File: src/rtl/fetch_controller.sv
// Instruction-fetch front end: drives PCNext for the program counter, issues
// one imem read per PC, and presents fetched words to decode.
module fetch_controller #(
  parameter int unsigned         WORD_SIZE = 32,
  parameter logic [WORD_SIZE-1:0] RESET_PC  = '0,
  parameter int unsigned         PC_STEP   = 4
) (
  input  logic                 clk,
  input  logic                 rst,
  input  logic [WORD_SIZE-1:0] PC,
  output logic [WORD_SIZE-1:0] PCNext,
  output logic                 imem_req,
  output logic [WORD_SIZE-1:0] imem_addr,
  input  logic                 imem_ack,
  input  logic [WORD_SIZE-1:0] imem_rdata,
  output logic                 instr_valid,
  output logic [WORD_SIZE-1:0] instr,
  output logic [WORD_SIZE-1:0] instr_pc,
  input  logic                 decode_ready,
  input  logic                 redirect,
  input  logic [WORD_SIZE-1:0] redirect_target
);

  typedef enum logic [1:0] {
    IDLE    = 2'd0,
    FETCH   = 2'd1,
    DISCARD = 2'd2
  } state_t;

  localparam logic [WORD_SIZE-1:0] STEP = WORD_SIZE'(PC_STEP);

  state_t               state, state_next;
  logic [WORD_SIZE-1:0] addr_q;
  logic                 req_pending;
  logic                 slot_free;
  logic                 xfer;
  logic                 ack;
  logic                 capture;

  assign slot_free = !instr_valid || decode_ready;
  assign xfer      = instr_valid && decode_ready;
  assign ack       = imem_req && imem_ack;
  assign capture   = (state == FETCH) && ack && !redirect;

  always_comb begin
    imem_req   = 1'b0;
    imem_addr  = PC;
    PCNext     = PC;
    state_next = state;
    case (state)
      IDLE: begin
        state_next = FETCH;
      end
      FETCH: begin
        imem_req = slot_free || req_pending;
        if (capture) PCNext = PC + STEP;
        if (redirect) state_next = (imem_req && !imem_ack) ? DISCARD : FETCH;
      end
      DISCARD: begin
        imem_req  = 1'b1;
        imem_addr = addr_q;
        if (imem_ack && !redirect) state_next = FETCH;
      end
      default: state_next = IDLE;
    endcase
    if (redirect) PCNext = redirect_target;
    // Reset overrides every other input, including an in-flight request.
    if (rst) begin
      imem_req = 1'b0;
      PCNext   = RESET_PC;
    end
  end

  always_ff @(posedge clk) begin
    if (rst) begin
      state       <= IDLE;
      instr_valid <= 1'b0;
      instr       <= '0;
      instr_pc    <= '0;
      addr_q      <= '0;
      req_pending <= 1'b0;
    end else begin
      state       <= state_next;
      req_pending <= (state_next == FETCH) && imem_req && !imem_ack;
      if (state == FETCH) addr_q <= PC;
      if (redirect) begin
        instr_valid <= 1'b0;
      end else if (capture) begin
        instr       <= imem_rdata;
        instr_pc    <= PC;
        instr_valid <= 1'b1;
      end else if (xfer) begin
        instr_valid <= 1'b0;
      end
    end
  end

endmodule

File: config.mk
export PLATFORM = sky130hd
export DESIGN_NAME = fetch_controller
export DESIGN_NICKNAME = d
export VERILOG_FILES = /design/src/rtl/fetch_controller.sv
export SDC_FILE = /design/constraint.sdc
export NUM_CORES = 1
export LEC_CHECK = 0
export CAP_MARGIN = 25
export CORE_MARGIN = 2
export CORE_UTILIZATION = 46
export DETAILED_ROUTE_END_ITERATION = 12
export PLACE_DENSITY = 0.86
export SYNTH_ARGS = -nofsm -noshare
export SYNTH_HDL_FRONTEND = slang
export SYNTH_SLANG_ARGS = --single-unit
File: constraint.sdc
create_clock -name clk -period 7.2 [get_ports clk]
set_input_delay 0.72 -clock clk [delete_from_list [all_inputs] [get_ports clk]]
set_output_delay 0.72 -clock clk [all_outputs]
set_load 0.005 [all_outputs]
# Yosys cells after proc, flatten, opt, wreduce, memory -nomap -nowiden
# Index checks and enable logic that the tools add are counted.
dict set report word_totals {
  register_bits 100
  out_inout_bits 130
  elab_cells 41
}
dict set report classes {
  addsub 1
  eq_ne 3
  muxes 13
  bitwise 1
  reduce_logical 17
}
# operator count
set op_table {}
lappend op_table {{$mux W32} 5}
lappend op_table {{$add A32 B3 Y32 const B} 1}
lappend op_table {{$logic_and A1 B1 Y1} 8}
lappend op_table {{$mux W2} 3}
lappend op_table {{$pmux W2 S3} 1}
lappend op_table {{$eq A2 B1 Y1 const B} 2}
lappend op_table {{$logic_not A1 Y1} 3}
lappend op_table {{$mux W1} 3}
lappend op_table {{$eq A2 B2 Y1 const B} 1}
lappend op_table {{$logic_not A2 Y1} 1}
lappend op_table {{$logic_or A1 B1 Y1} 2}
lappend op_table {{$pmux W1 S2} 1}
lappend op_table {{$reduce_and A2 Y1} 1}
lappend op_table {{$reduce_bool A2 Y1} 1}
lappend op_table {{$reduce_or A2 Y1} 1}
lappend op_table {{$not A1 Y1} 1}

# Longest topological paths before layout
# Gate-level depths: netlist of run 1.
dict set report depth {
  word_depth 12
  depth_mapped 10
  depth_no_buf 6
}

# Worst setup path after synthesis of run 1
# Ideal clock, no wire load.
dict set report synth_path {
  path_kind {input to output}
  from {input port redirect}
  to {output port PCNext[10]}
  t_arrival_ps 2261
  required_ps 6480
  setup_slack_ps 4219
  stages 6
  n_path_buf 2
  path_cell_list {buf_2 or3b_2 nor3_2 buf_2 nand4_1 a311oi_1}
}
dict set report synth_between {
  elab_chain_len 6
}
# item line
set synth_rtl {}
lappend synth_rtl {{from (decl)} 20} ;# input logic redirect,
lappend synth_rtl {{$logic_not A1 Y1} 43} ;# assign capture = (state == FETCH) && ack && !redirect;
lappend synth_rtl {{$logic_and A1 B1 Y1} 43}
lappend synth_rtl {{$mux W32} 56} ;# if (capture) PCNext = PC + STEP;
lappend synth_rtl {{$mux W32} 50} ;# case (state)
lappend synth_rtl {{$mux W32 (*)} 66} ;# if (redirect) PCNext = redirect_target;
lappend synth_rtl {{$mux W32 (*)} 68} ;# if (rst) begin
lappend synth_rtl {{to (decl)} 11} ;# output logic [WORD_SIZE-1:0] PCNext,
# Every way passes the cells marked *; elsewhere a longest branch is shown, timed or not.

# Final worst setup path of run 1
dict set report layout_path {
  from {register state[0]}
  to {output port PCNext[13]}
}
dict set report layout_between {
  elab_chain_len 10
}
# item line
set layout_rtl {}
lappend layout_rtl {{from (decl)} 32} ;# state_t state, state_next;
lappend layout_rtl {{from (signal assigned)} 83} ;# state <= state_next;
lappend layout_rtl {{$eq A2 B2 Y1 or $eq A2 B1 Y1 (tied branches)} {50, 43}}
lappend layout_rtl {{$pmux W1 S2} 50}
lappend layout_rtl {{$mux W1} 68}
lappend layout_rtl {{$logic_and A1 B1 Y1} 42} ;# assign ack = imem_req && imem_ack;
lappend layout_rtl {{$logic_and A1 B1 Y1 (2 in series)} 43}
lappend layout_rtl {{$mux W32} 56}
lappend layout_rtl {{$mux W32 (*)} 50}
lappend layout_rtl {{$mux W32 (*)} 66}
lappend layout_rtl {{$mux W32 (*)} 68}
# Marks and branches as above.

==> impl_metrics.toml, run 1 <==
[clock_network]
cts_tree = "yes"
cts_resized = 0
clkSinkCount = 100
worst_skew_pair.late_latency_ns = 0.35
cts.path.max_buffers = 2
cts_hold_buf = 0
htree_levels = 3
post_cts_buffers = 0
numCtsBuffers = 9
cts-root-buf = "clkbuf_16"
path_clk_slew_ns = 0.07

[finish]
fillers = 932
regArea_sq_mm = 0.002002
multi_input_area_sq_mm = 0.003063
fin_area_sq_mm = 0.007951
stdcell_count = 1019
final_layout_size_suffix_gt1_frac = 0.07534
nets = 977
antenna_cells = 0
syn_to_final_growth_pct = 49.18

[critical_path]
critical_path_class = "flip-flop to output port"
crit_chain = "inv_1, ha_2, or4b_1, nand3_4, or4_1, a311oi_1, clkdlybuf4s50_1"
critPathTopFamily = "simple AND/OR/NAND/NOR gates"
critPathArrivalTime_ns = 4.35
crit_path_top_delay_cell = "ha_2"
cp-end-kind = "output port"
path_buf_inv = 2
crit_required_ns = 6.48
crit_fanout = 84
critPathLaunchType = "flip-flop"
max_stage_delay_ns = 0.85

[flow_run]
cap_violations = 0

[detailed_routing]
vias = 5905
initialDrtViolationCount = 479
vias_per_cell = 5.795
antenna_left = 0
route.detailed.drc = 0
first_pass_iters = 5
wl_per_cell_microns = 17.76
drt-total-wl_microns = 18090

[global_route]
grt_pass1_vias = 5655
grt_pass1_wl_microns = 28500
grt_start_max_net_pins = 85
antenna_found_initial = 0
grt_overflow = 0
track_usage = 0.2770

[synthesis]
synth_most_common_cell = "nand2_1"
synth_seq_area_share = 0.3756
synth-seq-cells = 100
dominantRegCellSynth = "dfxtp_1"
syn_area_per_cell_sq_um = 7.781
synthArstFlopShare = 0
syn_area_sq_mm = 0.005330
synth-edff-count = 0
yosysTopAreaCell = "dfxtp_1"
synth_cell_types = 54
yosys-top-cells-area = "dfxtp_1 (38%), nand2_1 (11%), a21oi_1 (6.8%)"
synth_top_area_share = 0.3756
synth_fp_nets = 791
yosys_warnings = 0
syn_inst = 685
netlist_top_cells_count = "nand2_1 (160), dfxtp_1 (100), a21oi_1 (72)"

[floorplanning]
placementRows = 39
num_io_pins = 231
fp.dieH_microns = 111.6
initial_core_util = 0.4688
die_x_microns = 111.6
die-area_sq_mm = 0.01246
core_area_sq_mm = 0.01137

[place]
dp.cells = 1003
gp_congestion = 0.9367
portBuffers = 230
dp_worst_setup_slack_ns = 2.344
dp_hpwl_microns = 12630
place_area_sq_mm = 0.007630

[power]
p_leak_nw = 2.733
p_per_area_mw_per_mm2 = 173.2
ir_worst_vdd_mv = 0.1332
finalPower_mw = 1.377

[sta]
finalSetupViolCount = 0
finalCritPeriodShare = 0.7036
fin_tns_setup_ns = 0
hold_viol = 0
final.setup.worst_slack_ns = 2.134
maxSlewViolCount = 0
fin_skew_ns = 0.008746
period_minus_slack_ns = 5.066
rsz0062_at_grt = "false"
max_freq_mhz = 197.4
worstMarginPinSlew_ns = 1.037
relSlewSlack = 0.2988

[min_path]
hp-class = "flip-flop to flip-flop"

[outcome]
status = "complete, no violations"
## metrics by stage
step / hold slack [ns] / util
2_1_floorplan: 0.4527 / -
3_3_place_gp: 0.4423 / 0.6711
3_5_place_dp: 0.4480 / 0.6711
4_1_cts: 0.4581 / 0.6994
5_1_grt: 0.4754 / 0.6994
6_report: 0.4577 / 0.6994
## layer usage
metal / GRT usage / vias to the layer above / wire length (microns)
met5: 0 / - / 0
met4: 0.09136 / 0 / 496
met3: 0.07077 / 43 / 1342
met2: 0.4747 / 269 / 8865
met1: 0.3401 / 2797 / 7390
li1: - / 2796 / -
## placed cells by master, fill, tap and decap left out, drive strengths merged, types with 3 or more instances in the layout
cell,synthesis,final
clkdlybuf4s50,0,229
nand2,160,160
dfxtp,100,100
a21oi,72,72
nor2,60,60
mux2i,34,34
mux2,28,28
nand4,18,18
a311oi,14,14
inv,11,13
o21ai,11,11
nand3,11,11
o31ai,10,10
clkbuf,36,10
or4,9,9
and4,8,8
buf,25,7
nor4,6,6
nor3,6,6
ha,5,5
and3,4,4
a41oi,4,4
or3,4,4
o311ai,4,4
nor3b,4,4
or2,3,3
nor2b,3,3
a211oi,3,3
and2,3,3
## worst reg2reg max path, cell delays in order (launching register included)
cell,delay [ns]
dfxtp_1,0.34
inv_1,0.11
ha_2,0.18
buf_4,0.54
or3b_2,0.59
nor3_4,0.63
buf_4,0.57
nand2_1,0.16
a21oi_1,0.15
## logic make-up (layout without fill, tap and decap cells)
family	after synthesis	after routing	share of synthesized area
simple gates	305	305	0.2638
compound gates	138	138	0.1657
flops	100	100	0.3756
buf+inv	72	263	0.05517
mux	62	62	0.1230
fa+ha+maj	5	5	0.01174
xor+xnor	3	3	0.004930
## sequential cells by signal, indices dropped and copies added (netlist names)
register,cells
state,2
instr_pc,32
instr_valid,1
instr,32
addr_q,32
req_pending,1
## where the power goes
group / leakage [nW] / internal (mW) / switching (mW)
Combinational: 1.77 / 0.152 / 0.126
Clock: 0.154 / 0.286 / 0.230
Sequential: 0.811 / 0.572 / 0.0110
## path summary, 6_finish.rpt
check / slack [ns] / cells past startpoint / from / endpoint
setup / recovery: 2.13 / 7 / state[0] / PCNext[13]
hold / removal: 0.46 / 2 / instr_pc[18] / instr_pc[18]
setup reg to reg: 3.85 / 8 / state[1] / instr[31]
hold reg to reg: 0.46 / 2 / instr_pc[18] / instr_pc[18]
## final cells by class
| cell class | instances | area share |
|---|---|---|
| timing repair buffer | 236 | 0.2949 |
| clock inverter | 6 | 0.01039 |
| clock buffer | 10 | 0.03006 |
| sequential | 100 | 0.2518 |
| inverter | 11 | 0.005193 |
| multi-input combinational | 513 | 0.3852 |
| tap | 143 | 0.02250 |
Note: power is estimated with default switching activity, not from simulation.
==> run 2, diff against run 1 <==
--- a/config.mk
+++ b/config.mk
@@ -7,9 +7,9 @@
 export LEC_CHECK = 0
 export CAP_MARGIN = 25
 export CORE_MARGIN = 2
-export CORE_UTILIZATION = 46
+export CORE_UTILIZATION = 43
 export DETAILED_ROUTE_END_ITERATION = 12
-export PLACE_DENSITY = 0.86
+export PLACE_DENSITY = 0.81
 export SYNTH_ARGS = -nofsm -noshare
 export SYNTH_HDL_FRONTEND = slang
 export SYNTH_SLANG_ARGS = --single-unit
==> constraint.sdc (replaced) <==
create_clock -name clk -period 5.1 [get_ports clk]
set_input_delay 0.51 -clock clk [delete_from_list [all_inputs] [get_ports clk]]
set_output_delay 0.51 -clock clk [all_outputs]
set_load 0.005 [all_outputs]
==> run 2 against run 1 <==
Final area grew 0.39%. Die area up 6.7%. Wire length grew 2.8%. First-iteration DRC count is 11% higher. Clock skew barely moved. Cell count rose by 2.6%. Combinational power increased by 43%. Flip-flop and latch count unchanged. Worst setup slack lost 1.2 ns. Critical endpoint is now PCNext[7]. Largest cell class unchanged.
==> impl_metrics.toml, run 2 (synthesis gave the netlist of run 1 again) <==
[finish]
final_common_cell = "clkdlybuf4s50_1"
reg_top3 = "addr_q: 32 flops, instr: 32 flops, instr_pc: 32 flops"
final_layout_size_suffix_gt1_frac = 0.07745
antenna_cells = 0
final_core_util = 0.6618
final_cell_mix = "clkdlybuf4s50_1 (229), nand2_1 (160), dfxtp_1 (100)"
nets = 980
syn_to_final_growth_pct = 49.77
fillers = 1021

[global_route]
track_usage = 0.2687
antenna_found_initial = 0
grt_pass1_vias = 5694
grt_overflow = 0
grt_start_max_net_pins = 80
grt_pass1_wl_microns = 28440

[sta]
maxSlewViolCount = 0
max_freq_mhz = 240.4
fin_skew_ns = 0.008744
worstMarginPinSlew_ns = 1.032
finalSetupViolCount = 0
relSlewSlack = 0.3026
period_minus_slack_ns = 4.159
fin_tns_setup_ns = 0
rsz0062_at_grt = "false"
hold_viol = 0
finalCritPeriodShare = 0.8155

[critical_path]
crit_fanout = 39
critPathArrivalTime_ns = 3.65
crit_path_top_delay_cell = "or4_1"
rr_startpoint = "state[0]"
critical_path_class = "flip-flop to output port"
crit_chain = "inv_1, ha_2, nor3b_2, nand3_4, or4_1, a311oi_1, clkdlybuf4s50_1"
cp-end-kind = "output port"
critPathTopFamily = "simple AND/OR/NAND/NOR gates"
startpoint = "state[1]"
crit_required_ns = 4.59
path_buf_inv = 2
critPathLaunchType = "flip-flop"
max_stage_delay_ns = 0.65

[clock_network]
cts.path.max_buffers = 2
path_clk_slew_ns = 0.07
cts-root-buf = "clkbuf_16"
numCtsBuffers = 9
post_cts_buffers = 0
cts_resized = 0
worst_skew_pair.late_latency_ns = 0.35
cts_tree = "yes"
cts_hold_buf = 0
clkSinkCount = 100
htree_levels = 3

[place]
dp_hpwl_microns = 13250
portBuffers = 230
gp_congestion = 0.8878

[detailed_routing]
initialDrtViolationCount = 532
vias = 5985
drt-total-wl_microns = 18600
wl_per_cell_microns = 17.78
antenna_left = 0
route.detailed.drc = 0
first_pass_iters = 6
vias_per_cell = 5.722

[floorplanning]
placementRows = 40
die-area_sq_mm = 0.01330
fp.dieH_microns = 115.3
die_x_microns = 115.3
num_io_pins = 231
initial_core_util = 0.4419
core_area_sq_mm = 0.01206

[power]
p_per_area_mw_per_mm2 = 240.3
p_leak_nw = 2.740
ir_worst_vdd_mv = 0.1588

[min_path]
min-delay-start = "instr[3]"
hp-class = "flip-flop to flip-flop"

[outcome]
status = "complete, no violations"

[flow_run]
cap_violations = 0
==> run 2: per-stage QoR <==
| stage | power [mW] | hold slack [ns] | instance area [sq um] | std cells | setup slack [ns] |
|---|---|---|---|---|---|
| finish | 1.918 | 0.4527 | 7983 | 1046 | 0.9409 |
| CTS | 1.929 | 0.4572 | 7983 | 1046 | 0.9590 |
| floorplan | 1.013 | 0.4527 | 5330 | 685 | 2.449 |
| global placement | 1.225 | 0.4407 | 7684 | 1031 | 1.231 |
| global route | 1.989 | 0.4781 | 7983 | 1046 | 0.7588 |
| detailed placement | 1.233 | 0.4474 | 7684 | 1031 | 1.153 |
==> run 2: final cells by class <==
| type | count | area (sq um) | share of cell area |
|---|---|---|---|
| multi-input combinational | 513 | 3063 | 0.3837 |
| clock buffer | 9 | 225.2 | 0.02821 |
| clock inverter | 6 | 73.82 | 0.009248 |
| inverter | 11 | 41.29 | 0.005172 |
| sequential | 100 | 2002 | 0.2508 |
| timing repair buffer | 239 | 2367 | 0.2966 |
| tap | 168 | 210.2 | 0.02633 |
==> run 2: where the power goes <==
group / leakage (nW) / total (mW) / internal, mW / switching, mW
clock network: 0.145 / 0.700 / 0.385 / 0.315
registers: 0.811 / 0.823 / 0.808 / 0.0150
logic: 1.78 / 0.395 / 0.216 / 0.180
==> run 2: worst paths after layout <==
kind | end | slack, ns | cells after the start
worst min-delay path | instr[3] | 0.45 | 2
worst min register to register | instr[3] | 0.45 | 2
worst max-delay path | PCNext[7] | 0.94 | 7
worst max register to register | instr[11] | 2.32 | 7
==> run 2: metal layers <==
layer / up-vias / routed length, microns / global-route usage
met5: - / 0 / 0
met3: 55 / 1504 / 0.05588
met1: 2796 / 7528 / 0.3284
li1: 2797 / - / -
met2: 337 / 9096 / 0.4596
met4: 0 / 470 / 0.1100
==> run 2: worst min-delay path, cell delays in order, from the launching register on <==
cell and delay, ns:
dfxtp_1 0.31, nand2_1 0.05, a21oi_1 0.05
